===== config.mk =====
export PLATFORM = sky130hd
export DESIGN_NAME = intr_ctrl_core
export DESIGN_NICKNAME = d
export VERILOG_FILES = /design/src/rtl/intr_ctrl_core.sv
export SDC_FILE = /design/constraint.sdc
export NUM_CORES = 1
export LEC_CHECK = 0
export ABC_AREA = 1
export CAP_MARGIN = 20
export CORE_MARGIN = 2
export CORE_UTILIZATION = 37
export CTS_BUF_LIST = sky130_fd_sc_hd__clkbuf_2
export CTS_CLUSTER_DIAMETER = 120
export DETAILED_ROUTE_END_ITERATION = 16
export GPL_TIMING_DRIVEN = 0
export HOLD_SLACK_MARGIN = 0.08
export SLEW_MARGIN = 0
export SYNTH_ARGS = -nofsm -noshare
export SYNTH_HDL_FRONTEND = slang
export SYNTH_SLANG_ARGS = --single-unit

===== constraint.sdc =====
create_clock -name PCLK -period 1.9 [get_ports PCLK]
set_input_delay 0.285 -clock PCLK [delete_from_list [all_inputs] [get_ports PCLK]]
set_output_delay 0.285 -clock PCLK [all_outputs]
set_load 0.03 [all_outputs]

===== src/rtl/intr_ctrl_core.sv =====
// Interrupt controller core: per-source level/edge capture behind a small register map,
// with a registered request and lowest-index priority encoder.
module intr_ctrl_core #(
  parameter int ADDR_WIDTH = 32,
  parameter int DATA_WIDTH = 32,
  parameter int NUM_IRQ    = 32
) (
  input  logic                  PCLK,
  input  logic                  PRESET,
  input  logic [ADDR_WIDTH-1:0] PADDR_ip,
  input  logic [DATA_WIDTH-1:0] PWDATA_ip,
  input  logic                  write_en_ip,
  output logic [DATA_WIDTH-1:0] PRDATA_ip,
  input  logic [NUM_IRQ-1:0]    irq_src_i,
  output logic                  irq_o,
  output logic [5:0]            irq_id_o
);

  logic                 addr_ok;
  logic [2:0]           word_idx;
  logic                 wr_en_reg;
  logic                 wr_type_reg;
  logic                 wr_clr_reg;
  logic [NUM_IRQ-1:0]   wdata_irq;

  logic [NUM_IRQ-1:0]   irq_en;
  logic [NUM_IRQ-1:0]   irq_type;
  logic [NUM_IRQ-1:0]   pending;
  logic [NUM_IRQ-1:0]   s1, s2, s3;

  logic [NUM_IRQ-1:0]   type_next;
  logic [NUM_IRQ-1:0]   type_chg;
  logic [NUM_IRQ-1:0]   clr_mask;
  logic [NUM_IRQ-1:0]   edge_set;
  logic [NUM_IRQ-1:0]   pend_next;
  logic [NUM_IRQ-1:0]   active;
  logic [5:0]           id_next;
  logic [DATA_WIDTH-1:0] rd_data;

  assign addr_ok     = (PADDR_ip[ADDR_WIDTH-1:5] == '0) && (PADDR_ip[1:0] == 2'b00);
  assign word_idx    = PADDR_ip[4:2];
  assign wr_en_reg   = write_en_ip && addr_ok && (word_idx == 3'd0);
  assign wr_type_reg = write_en_ip && addr_ok && (word_idx == 3'd1);
  assign wr_clr_reg  = write_en_ip && addr_ok && (word_idx == 3'd3);
  assign wdata_irq   = PWDATA_ip[NUM_IRQ-1:0];

  assign type_next = wr_type_reg ? wdata_irq : irq_type;
  assign type_chg  = irq_type ^ type_next;
  assign clr_mask  = wr_clr_reg ? wdata_irq : '0;
  assign edge_set  = s2 & ~s3;

  // Edge bits: sticky until cleared, a coincident new edge beats the clear.
  // Any bit whose type is being rewritten restarts from zero.
  assign pend_next = ~type_chg &
                     ((irq_type & ((pending & ~clr_mask) | edge_set)) |
                      (~irq_type & s2));

  assign active = pending & irq_en;

  always_comb begin
    id_next = '0;
    for (int i = NUM_IRQ - 1; i >= 0; i--) begin
      if (active[i]) id_next = 6'(i);
    end
  end

  always_ff @(posedge PCLK) begin
    if (PRESET) begin
      irq_en   <= '0;
      irq_type <= '0;
      pending  <= '0;
      s1       <= '0;
      s2       <= '0;
      s3       <= '0;
      irq_o    <= 1'b0;
      irq_id_o <= '0;
    end else begin
      s1       <= irq_src_i;
      s2       <= s1;
      s3       <= s2;
      pending  <= pend_next;
      irq_type <= type_next;
      if (wr_en_reg) irq_en <= wdata_irq;
      irq_o    <= |active;
      irq_id_o <= id_next;
    end
  end

  always_comb begin
    rd_data = '0;
    if (addr_ok) begin
      case (word_idx)
        3'd0: rd_data[NUM_IRQ-1:0] = irq_en;
        3'd1: rd_data[NUM_IRQ-1:0] = irq_type;
        3'd2: rd_data[NUM_IRQ-1:0] = pending;
        3'd4: begin
          rd_data[31]  = irq_o;
          rd_data[5:0] = irq_id_o;
        end
        default: rd_data = '0;
      endcase
    end
  end

  assign PRDATA_ip = rd_data;

endmodule


Word level (Yosys, flattened, before mapping)

Index checks and enable logic that the tools add are counted.

Equal/unequal tests: 4
Mux-type cells: 37
Bitwise logic cells: 13
Reduce and logical (&&, ||, !) cells: 15

Operators by type and width:

| operator                                       | count |
|---|---|
| bitwise AND 32 bit                             | 6 |
| inverter 32 bit                                | 4 |
| two-way mux 32 bit                             | 3 |
| two-way mux 5 bit                              | 16 |
| case mux 25 bit (3 select lines)               | 1 |
| bitwise OR 32 bit                              | 2 |
| OR reduction 32 bit                            | 2 |
| two-way mux 4 bit                              | 8 |
| XOR 32 bit                                     | 1 |
| logical NOT 27 bit                             | 1 |
| case mux 6 bit (4 select lines)                | 1 |
| OR reduction 17 bit                            | 1 |
| two-way mux 3 bit                              | 4 |
| OR reduction 9 bit                             | 1 |
| == test 3 x 2 -> 1 bit (second input constant) | 2 |
| logical AND 1 bit                              | 5 |
| OR reduction 5 bit                             | 1 |
| two-way mux 2 bit                              | 2 |
| case mux 1 bit (4 select lines)                | 1 |
| == test 3 x 1 -> 1 bit (second input constant) | 1 |
| == test 3 bit (second input constant)          | 1 |
| logical NOT 3 bit                              | 1 |
| OR reduction 3 bit                             | 1 |
| logical NOT 2 bit                              | 1 |
| 2 further kinds                                | 2 |

Bits in registers: 199
Bits of input ports: 99
Output and inout port bits: 39
Logic and storage cells: 82

Depth between registers and ports, before layout

Gate-level depths: netlist of the first run.

Depth after elaboration: 32
Mapped depth: 32
Gate-level depth less buffers: 32

Least setup slack after synthesis of the first run

Ideal clock, no wire load.

Path type: input port to output port
Start: input PADDR_ip[22]
End: output PRDATA_ip[0]
Data arrival time: 2.076 ns
Data required time: 1.615 ns
Setup slack: -0.461 ns
Stages: 6
Buffers on the path: 0
Path through: nor4_1 nand3_1 nor4_4 nand3_1 a21boi_1 a41oi_1

Longest elaborated chain between the ends: 3

RTL lines:

| what               | RTL line | text |
|---|---|---|
| from (decl)        | 10       | `input logic [ADDR_WIDTH-1:0] PADDR_ip,` |
| logical NOT 27 bit | 40       | `assign addr_ok = (PADDR_ip[ADDR_WIDTH-1:5] == '0) && (PADDR_ip[1:0] == 2'b00);` |
| logical AND 1 bit  | 40       |  |
| two-way mux 32 bit | 91       | `if (addr_ok) begin` |
| to (decl)          | 13       | `output logic [DATA_WIDTH-1:0] PRDATA_ip,` |

Every way passes these cells.

Final worst setup path of the first run

Start: input PADDR_ip[11]
End: output PRDATA_ip[20]

Same word-level chain as after synthesis.

==> results by group, run 1 <==
Pwr
  • Register share of total power: 59.5%
  • Sw Ratio: 27.1%
  • Internal: 0.00528 W
  • Max IR drop VDD: 0.403 mV
  • Gate power share: 9.3%
  • Leakage: 4.64 nW
  • Reported net switching power: 0.00196 W
  • Part of the power in the clock network: 31.2%
  • Pwr Density: 616 nW/um^2

Global routing
  • Vias in the first global route: 7365
  • GRT Overall Usage: 21.4%
  • Global-route wire length before repair: 39.5 mm
  • Gr ovfl total: 0
  • Initial antenna violation count: 1
  • Largest net degree at the start of global routing: 20

Job
  • Max Cap Violations: 0

Route
  • WL/cell: 15.4 um
  • Final wirelength: 25.4 mm
  • Via density: 4.80
  • Drt initial violations: 460
  • Post-route DRC: 0
  • Routed vias: 7950
  • Routed Antenna Nets: 0
  • First-pass DRT Iterations: 7

Logic synthesis
  • Sequential area share after synthesis: 47.9%
  • Synth warnings: 0
  • Synth Cell Area: 8280 sq um
  • Flops & latches, synth: 198
  • Synth Flop Type: dfxtp_1
  • Mapped Nets: 1234
  • Cell taking the most area after synthesis: dfxtp_1
  • Yosys cell types: 40
  • Fraction of registers with async set/reset: 0%
  • Post-synth top area share: 47.9%
  • Ranking of synthesized cells by area: dfxtp_1 48%, nand2_1 13%, nor2_1 7.9%, inv_1 6.7%, a21oi_1 3.6%
  • Gate count after technology mapping: 1135
  • Number of synthesized flops with an enable pin: 0
  • Mean Syn Cell Area: 7.30 sq um

Worst hold path
  • Hold Path Class: primary input to flop
  • Hold_sp: PADDR_ip[3]

Final layout
  • Finished Layout Cells: 1656
  • Non-Filler Cell Area, Final: 11800 sq um
  • Layout cells sized above 1: 16.7%
  • Area Overhead vs Synth: 41.9%
  • Final Util: 53.7%
  • Final nets: 1461

Critical path
  • R2R Path Start: pending[31]
  • Most frequent cell on the critical path: buf_6
  • Cells along the critical path: buf_2 -> nor4_1 -> nand4_1 -> nor4_4 -> buf_6 -> nand3_4 -> clkbuf_16 -> a31oi_4 -> buf_6
  • CP max stage cell: nor4_4
  • Worst setup SP type: primary input
  • CP Max Fanout: 5
  • Critical path origin: PADDR_ip[11]
  • Max stage delay on crit path: 0.31 ns
  • Crit end category: primary output
  • Worst Path Required: 1.62 ns
  • Setup CP Type: primary input to primary output
  • Data arrival, critical path: 2.12 ns

Placement
  • IO buf count: 134
  • Placed Cells: 1549
  • Cell Area, Placed: 10500 sq um
  • HPWL Detailed: 17.8 mm
  • GPL Wtd Cong: 0.868

Timing
  • Final Cycle Share: 126%
  • Slew Limit Fails: 0
  • Final setup TNS: -14.00 ns
  • Fin crit period: 2.40 ns
  • Slew headroom: 44.4%
  • FMAX: 0.417 GHz
  • Worst-Margin Slew: 0.834 ns
  • RSZ-0062 raised after global routing: true
  • # setup viols final: 33
  • Final hold slack: 0.0965 ns
  • Setup slack after layout: -0.500 ns
  • Worst Skew: 0.0462 ns
  • Fin. Hold Viols: 0

Clock tree
  • CTS root buffer: clkbuf_2
  • Htree depth: 4
  • Clock sinks: 198
  • TritonCTS clock tree: built
  • Reg clk slew, reported paths: 0.30 ns
  • Clk buf depth: 2
  • Total CTS buffers: 17
  • Clk_lat worst skew: 0.82 ns

Floorplanning
  • Die Span Y: 154 um
  • Die Width: 154 um
  • Initial Utilization: 37.8%
  • IO Pins: 138
  • Total die area: 23600 sq um
  • # rows: 54
  • Core region area: 21900 sq um

Run status
  • Failing checks: negative setup slack
  • Outcome: finished with violations
==> layout make-up <==
type	instances	area [sq um]
Multi-Input combinational cell	740	4140
Timing Repair Buffer	207	2070
Buffer	48	364
Clock inverter	15	191
Clock buffer	17	85.1
Tap cell	280	350
Sequential cell	198	3970
Inverter	150	571
Fill cell	2144	10100
Antenna cell	1	2.50
==> power by group through the flow <==
| stage | registers (W) | clock network [W] | logic (W) |
|---|---|---|---|
| floorplan | 0.00437 | 0 | 0.000234 |
| global placement | 0.00438 | 0 | 0.000558 |
| detailed placement | 0.00438 | 0 | 0.000564 |
| CTS | 0.00431 | 0.00233 | 0.000673 |
| global route | 0.00432 | 0.00251 | 0.000733 |
| finish | 0.00431 | 0.00226 | 0.000675 |
==> layout by cell type (no fill, tap or decap), types with 7 or more instances in the layout <==
| cell | instances |
|---|---|
| a211oi_1 | 7 |
| a21oi_1 | 58 |
| a221oi_2 | 7 |
| a31oi_4 | 21 |
| buf_2 | 13 |
| buf_4 | 9 |
| buf_6 | 42 |
| clkbuf_1 | 22 |
| clkbuf_2 | 20 |
| clkdlybuf4s50_1 | 67 |
| dfxtp_1 | 192 |
| dlygate4sd2_1 | 12 |
| dlygate4sd3_1 | 60 |
| inv_1 | 146 |
| nand2_1 | 279 |
| nand2_2 | 11 |
| nand3_1 | 7 |
| nand4_1 | 7 |
| nor2_1 | 169 |
| nor2_4 | 9 |
| nor3_1 | 25 |
| o2111ai_2 | 7 |
| o21ai_0 | 13 |
| o21ai_1 | 40 |
| o21ai_2 | 20 |
| xnor2_1 | 19 |
==> per-stage QoR <==
stage	setup slack, ns	total power, W
after global placement	-1.73	0.00493
after global routing	-0.579	0.00756
final	-0.500	0.00724
after floorplan	-0.273	0.00460
after detailed placement	-1.84	0.00494
after CTS	-0.508	0.00731
==> synth_stat cells, types with 6 or more instances <==
| cell | count |
|---|---|
| a31oi_1 | 25 |
| xnor2_1 | 19 |
| nor3_1 | 26 |
| inv_1 | 148 |
| a21oi_1 | 60 |
| a211oi_1 | 7 |
| o21ai_0 | 24 |
| nand3_1 | 9 |
| nor4_1 | 7 |
| buf_2 | 6 |
| o21ai_2 | 19 |
| dfxtp_1 | 198 |
| clkbuf_1 | 34 |
| nand2_1 | 285 |
| o21ai_1 | 30 |
| nor2_1 | 175 |
| o2111ai_1 | 7 |
| nand4_1 | 7 |
==> what timing repair did <==
action | CTS | global route
endpoints found under the hold margin | 64 | 1
gates cloned | 3 | 0
endpoints found under the setup margin | 103 | 56
setup buffers | 10 | 2
pin swaps | 13 | 12
gates resized for setup | 353 | 31
hold buffers | 59 | 1
==> path summary, 6_finish.rpt <==
| path | end | cells after the start | slack, ns |
|---|---|---|---|
| worst max-delay path | PRDATA_ip[20] | 9 | -0.50 |
| worst min-delay path | irq_en[1] | 6 | 0.1 |
| worst max register to register | irq_id_o[0] | 32 | -0.33 |
| worst min register to register | s2[23] | 2 | 0.38 |
==> per-layer routing <==
metal | routed length, um | track usage, %
met1 | 11400 | 28.8
met2 | 12000 | 35.6
met3 | 1600 | 3.78
met4 | 407 | 5.55
met5 | 0 | 0
==> sequential cells by signal, summed over array words and instances, names as in the netlist <==
signal	count
s1	32
irq_o	1
irq_type	32
irq_id_o	5
irq_en	32
pending	32
s2	32
s3	32
==> cell families (layout without fill, tap and decap cells) <==
kind of cell / after synthesis / after routing / share of synthesized area, %
buffers and inverters: 198 / 437 / 9.47
XOR/XNOR: 19 / 19 / 2.01
other: 1 / 2 / 0.0453
AND/OR/NAND/NOR: 524 / 525 / 25.7
AO/OA/AOI/OAI: 195 / 195 / 14.9
flip-flops: 198 / 198 / 47.9
==> critical path, delay by kind of cell <==
family | cells | cell delay [ns]
and+or+nand+nor | 4 | 0.96
AOI/OAI and AO/OA | 1 | 0.18
buffers and inverters | 4 | 0.68
No activity file was read; power rests on OpenSTA's default activity.
==> run 2, diff against run 1 <==
clock period = 2 ns   (was 1.9 ns; I/O delays follow)
==> run 2 against run 1 <==
  * The flow still finishes with violations (negative setup slack)
  * Non-clock buffer count decreased by 20
  * Sequential share of layout area increased by 0.86 points
  * Worst hold slack improved by 0.036 ns
  * Critical path depth unchanged
  * Clock skew decreased by 0.013 ns
  * Critical path type unchanged
  * Utilization decreased by 1.4 points
  * Worst setup slack improved by 0.17 ns
  * Count of clock-buffer cells in the layout increased by 1
  * Final cell count decreased by 1.3%
  * Die area unchanged
  * Combinational power decreased by 10%
==> results by group, run 2 (synthesis results as in run 1) <==
Timing
  • Final hold slack: 0.133 ns (+0.0363 ns)
  • Final Cycle Share: 117%
  • Fin. Hold Viols: 0 (unchanged)
  • # setup viols final: 33 (unchanged)
  • Fin crit period: 2.33 ns
  • Setup slack after layout: -0.334 ns (+0.167 ns)
  • Worst-Margin Slew: 0.819 ns (-0.0147 ns)
  • Slew Limit Fails: 0 (unchanged)
  • Slew headroom: 45.4% (+0.98 points)
  • FMAX: 0.429 GHz
  • RSZ-0062 raised after global routing: true
  • Worst Skew: 0.0331 ns (-0.0132 ns)

Clock tree
  • TritonCTS clock tree: built
  • Total CTS buffers: 17 (unchanged)
  • Clk buf depth: 2 (unchanged)
  • Clock sinks: 198 (unchanged)
  • Clk_lat worst skew: 0.76 ns (-0.06 ns)
  • Htree depth: 4 (unchanged)
  • Reg clk slew, reported paths: 0.28 ns (-0.02 ns)
  • CTS root buffer: clkbuf_2

Route
  • Post-route DRC: 0 (unchanged)
  • Routed Antenna Nets: 0 (unchanged)
  • Via density: 4.79 (-0.22%)
  • First-pass DRT Iterations: 5 (-2)
  • Final wirelength: 24.8 mm (-2.4%)
  • Drt initial violations: 385 (-16%)
  • Routed vias: 7832 (-1.5%)
  • WL/cell: 15.2 um (-1.1%)

Pwr
  • Pwr Density: 576 nW/um^2 (-6.5%)
  • Max IR drop VDD: 0.346 mV (-14%)
  • Leakage: 4.53 nW (-2.5%)
  • Power, Total: 0.00659 W (-8.9%)

Global routing
  • Initial antenna violation count: 1 (unchanged)
  • GRT Overall Usage: 20.7% (-0.68 points)
  • Largest net degree at the start of global routing: 18 (-10%)
  • Vias in the first global route: 7276 (-1.2%)
  • Global-route wire length before repair: 38.4 mm (-2.7%)
  • Gr ovfl total: 0 (unchanged)

Critical path
  • CP Max Fanout: 7 (+2)
  • R2R Path End: irq_id_o[0]
  • CP max stage cell: nor4_4
  • Setup CP Type: primary input to primary output
  • Crit end category: primary output
  • Worst Path Required: 1.70 ns (+0.08 ns)
  • Worst Reg2Reg Path Length in Cells: 32 (unchanged)
  • Most frequent cell on the critical path: buf_6
  • Reg2reg setup slack: -0.21 ns (+0.12 ns)
  • Cells along the critical path: buf_6 -> nor4_4 -> nand3_2 -> nor4_4 -> buf_6 -> nand3_4 -> a21boi_4 -> a41oi_2 -> buf_6
  • Worst setup SP type: primary input
  • Max stage delay on crit path: 0.29 ns (-0.02 ns)
  • Data arrival, critical path: 2.03 ns (-0.09 ns)
  • R2R Path Start: irq_en[31]

Final layout
  • Most common cell after layout, fill and taps aside: nand2_1
  • Most frequent cells in the layout: 281 x nand2_1, 196 x dfxtp_1, 169 x nor2_1
  • FILL cells: 2138 (-0.28%)
  • Layout cells sized above 1: 16.2% (-0.48 points)
  • Area of the multi-input gates: 4160 sq um (+0.36%)
  • Area Overhead vs Synth: 38.2%
  • Finished Layout Cells: 1635 (-1.3%)
  • FF+latch area: 3970 sq um (-0.13%)
  • Non-Filler Cell Area, Final: 11400 sq um (-2.6%)
  • Final nets: 1441 (-1.4%)

Floorplanning
  • IO Pins: 138 (unchanged)
  • Die Span Y: 154 um (unchanged)
  • Initial Utilization: 37.8% (unchanged)
  • # rows: 54 (unchanged)
  • Core region area: 21900 sq um (unchanged)
  • Total die area: 23600 sq um (unchanged)
  • Die Width: 154 um (unchanged)

Placement
  • Cell Area, Placed: 10400 sq um (-0.20%)
  • IO buf count: 134 (unchanged)
  • GPL Wtd Cong: 0.842 (-2.9%)
  • Pre-CTS setup slack: -1.71 ns (+0.124 ns)
  • HPWL Detailed: 17.6 mm (-1.2%)
  • Placed Cells: 1549 (unchanged)

Worst hold path
  • Hold_sp: PWDATA_ip[2]
  • Worst Hold End: irq_en[2]
  • Hold Path Class: primary input to flop
  • Hold path cells: 3 (-3)

Job
  • Max Cap Violations: 0 (unchanged)

Run status
  • Failing checks: negative setup slack
  • Outcome: finished with violations
[run 2: power by group]
group | leakage (nW) | switching [W] | internal (W)
combinational | 2.78 | 0.000316 | 0.000291
clock | 0.135 | 0.00142 | 0.000473
sequential | 1.61 | 0.0000335 | 0.00406
[run 2: repair_timing]
item                       in CTS  in global routing
pin swaps                      13                  6
gates cloned                    2                  0
hold buffers                   36                  3
hold endpoints to repair       37                  3
gates resized for setup       358                 29
setup buffers                   6                  8
setup endpoints to repair     101                 83
[run 2: routing by layer]
metal / GRT usage (%) / wire (um) / vias to the layer above
met5: 0 / 0 / -
met4: 5.16 / 376 / 0
met3: 3.95 / 1510 / 22
met2: 35.1 / 11700 / 224
met1: 27.4 / 11200 / 3574
li1: - / - / 4012
[run 2: stage by stage]
stage | utilization, % | setup TNS [ns]
after floorplan | - | -9.47
after global placement | 47.6 | -147.70
after detailed placement | 47.6 | -149.88
after CTS | 51.4 | -8.56
after global routing | 52.3 | -11.93
final | 52.3 | -8.52
[run 2: layout make-up]
class,instances,area share (%)
antenna,1,0.0219
buffer,47,2.70
clock buffer,18,0.787
clock inverter,13,1.08
inverter,150,5.00
multi-input combinational,740,36.3
sequential,198,34.7
tap,280,3.06
timing repair buffer,188,16.4
[run 2: critical path: cells and delay by family]
kind	cells	cell delay, ns
compound gates	2	0.48
simple gates	4	0.81
buf+inv	3	0.42
[run 2: worst max path at each step]
stage | start | to | slack, ns | cells past startpoint
after global routing | irq_en[31] | irq_id_o[0] | -0.54 | 32
after CTS | PADDR_ip[23] | PRDATA_ip[0] | -0.36 | 9
after floorplan | PADDR_ip[22] | PRDATA_ip[0] | -0.20 | 6
after detailed placement | PADDR_ip[3] | PRDATA_ip[21] | -1.71 | 8
after global placement | PADDR_ip[3] | PRDATA_ip[21] | -1.73 | 8
final | PADDR_ip[21] | PRDATA_ip[0] | -0.33 | 9
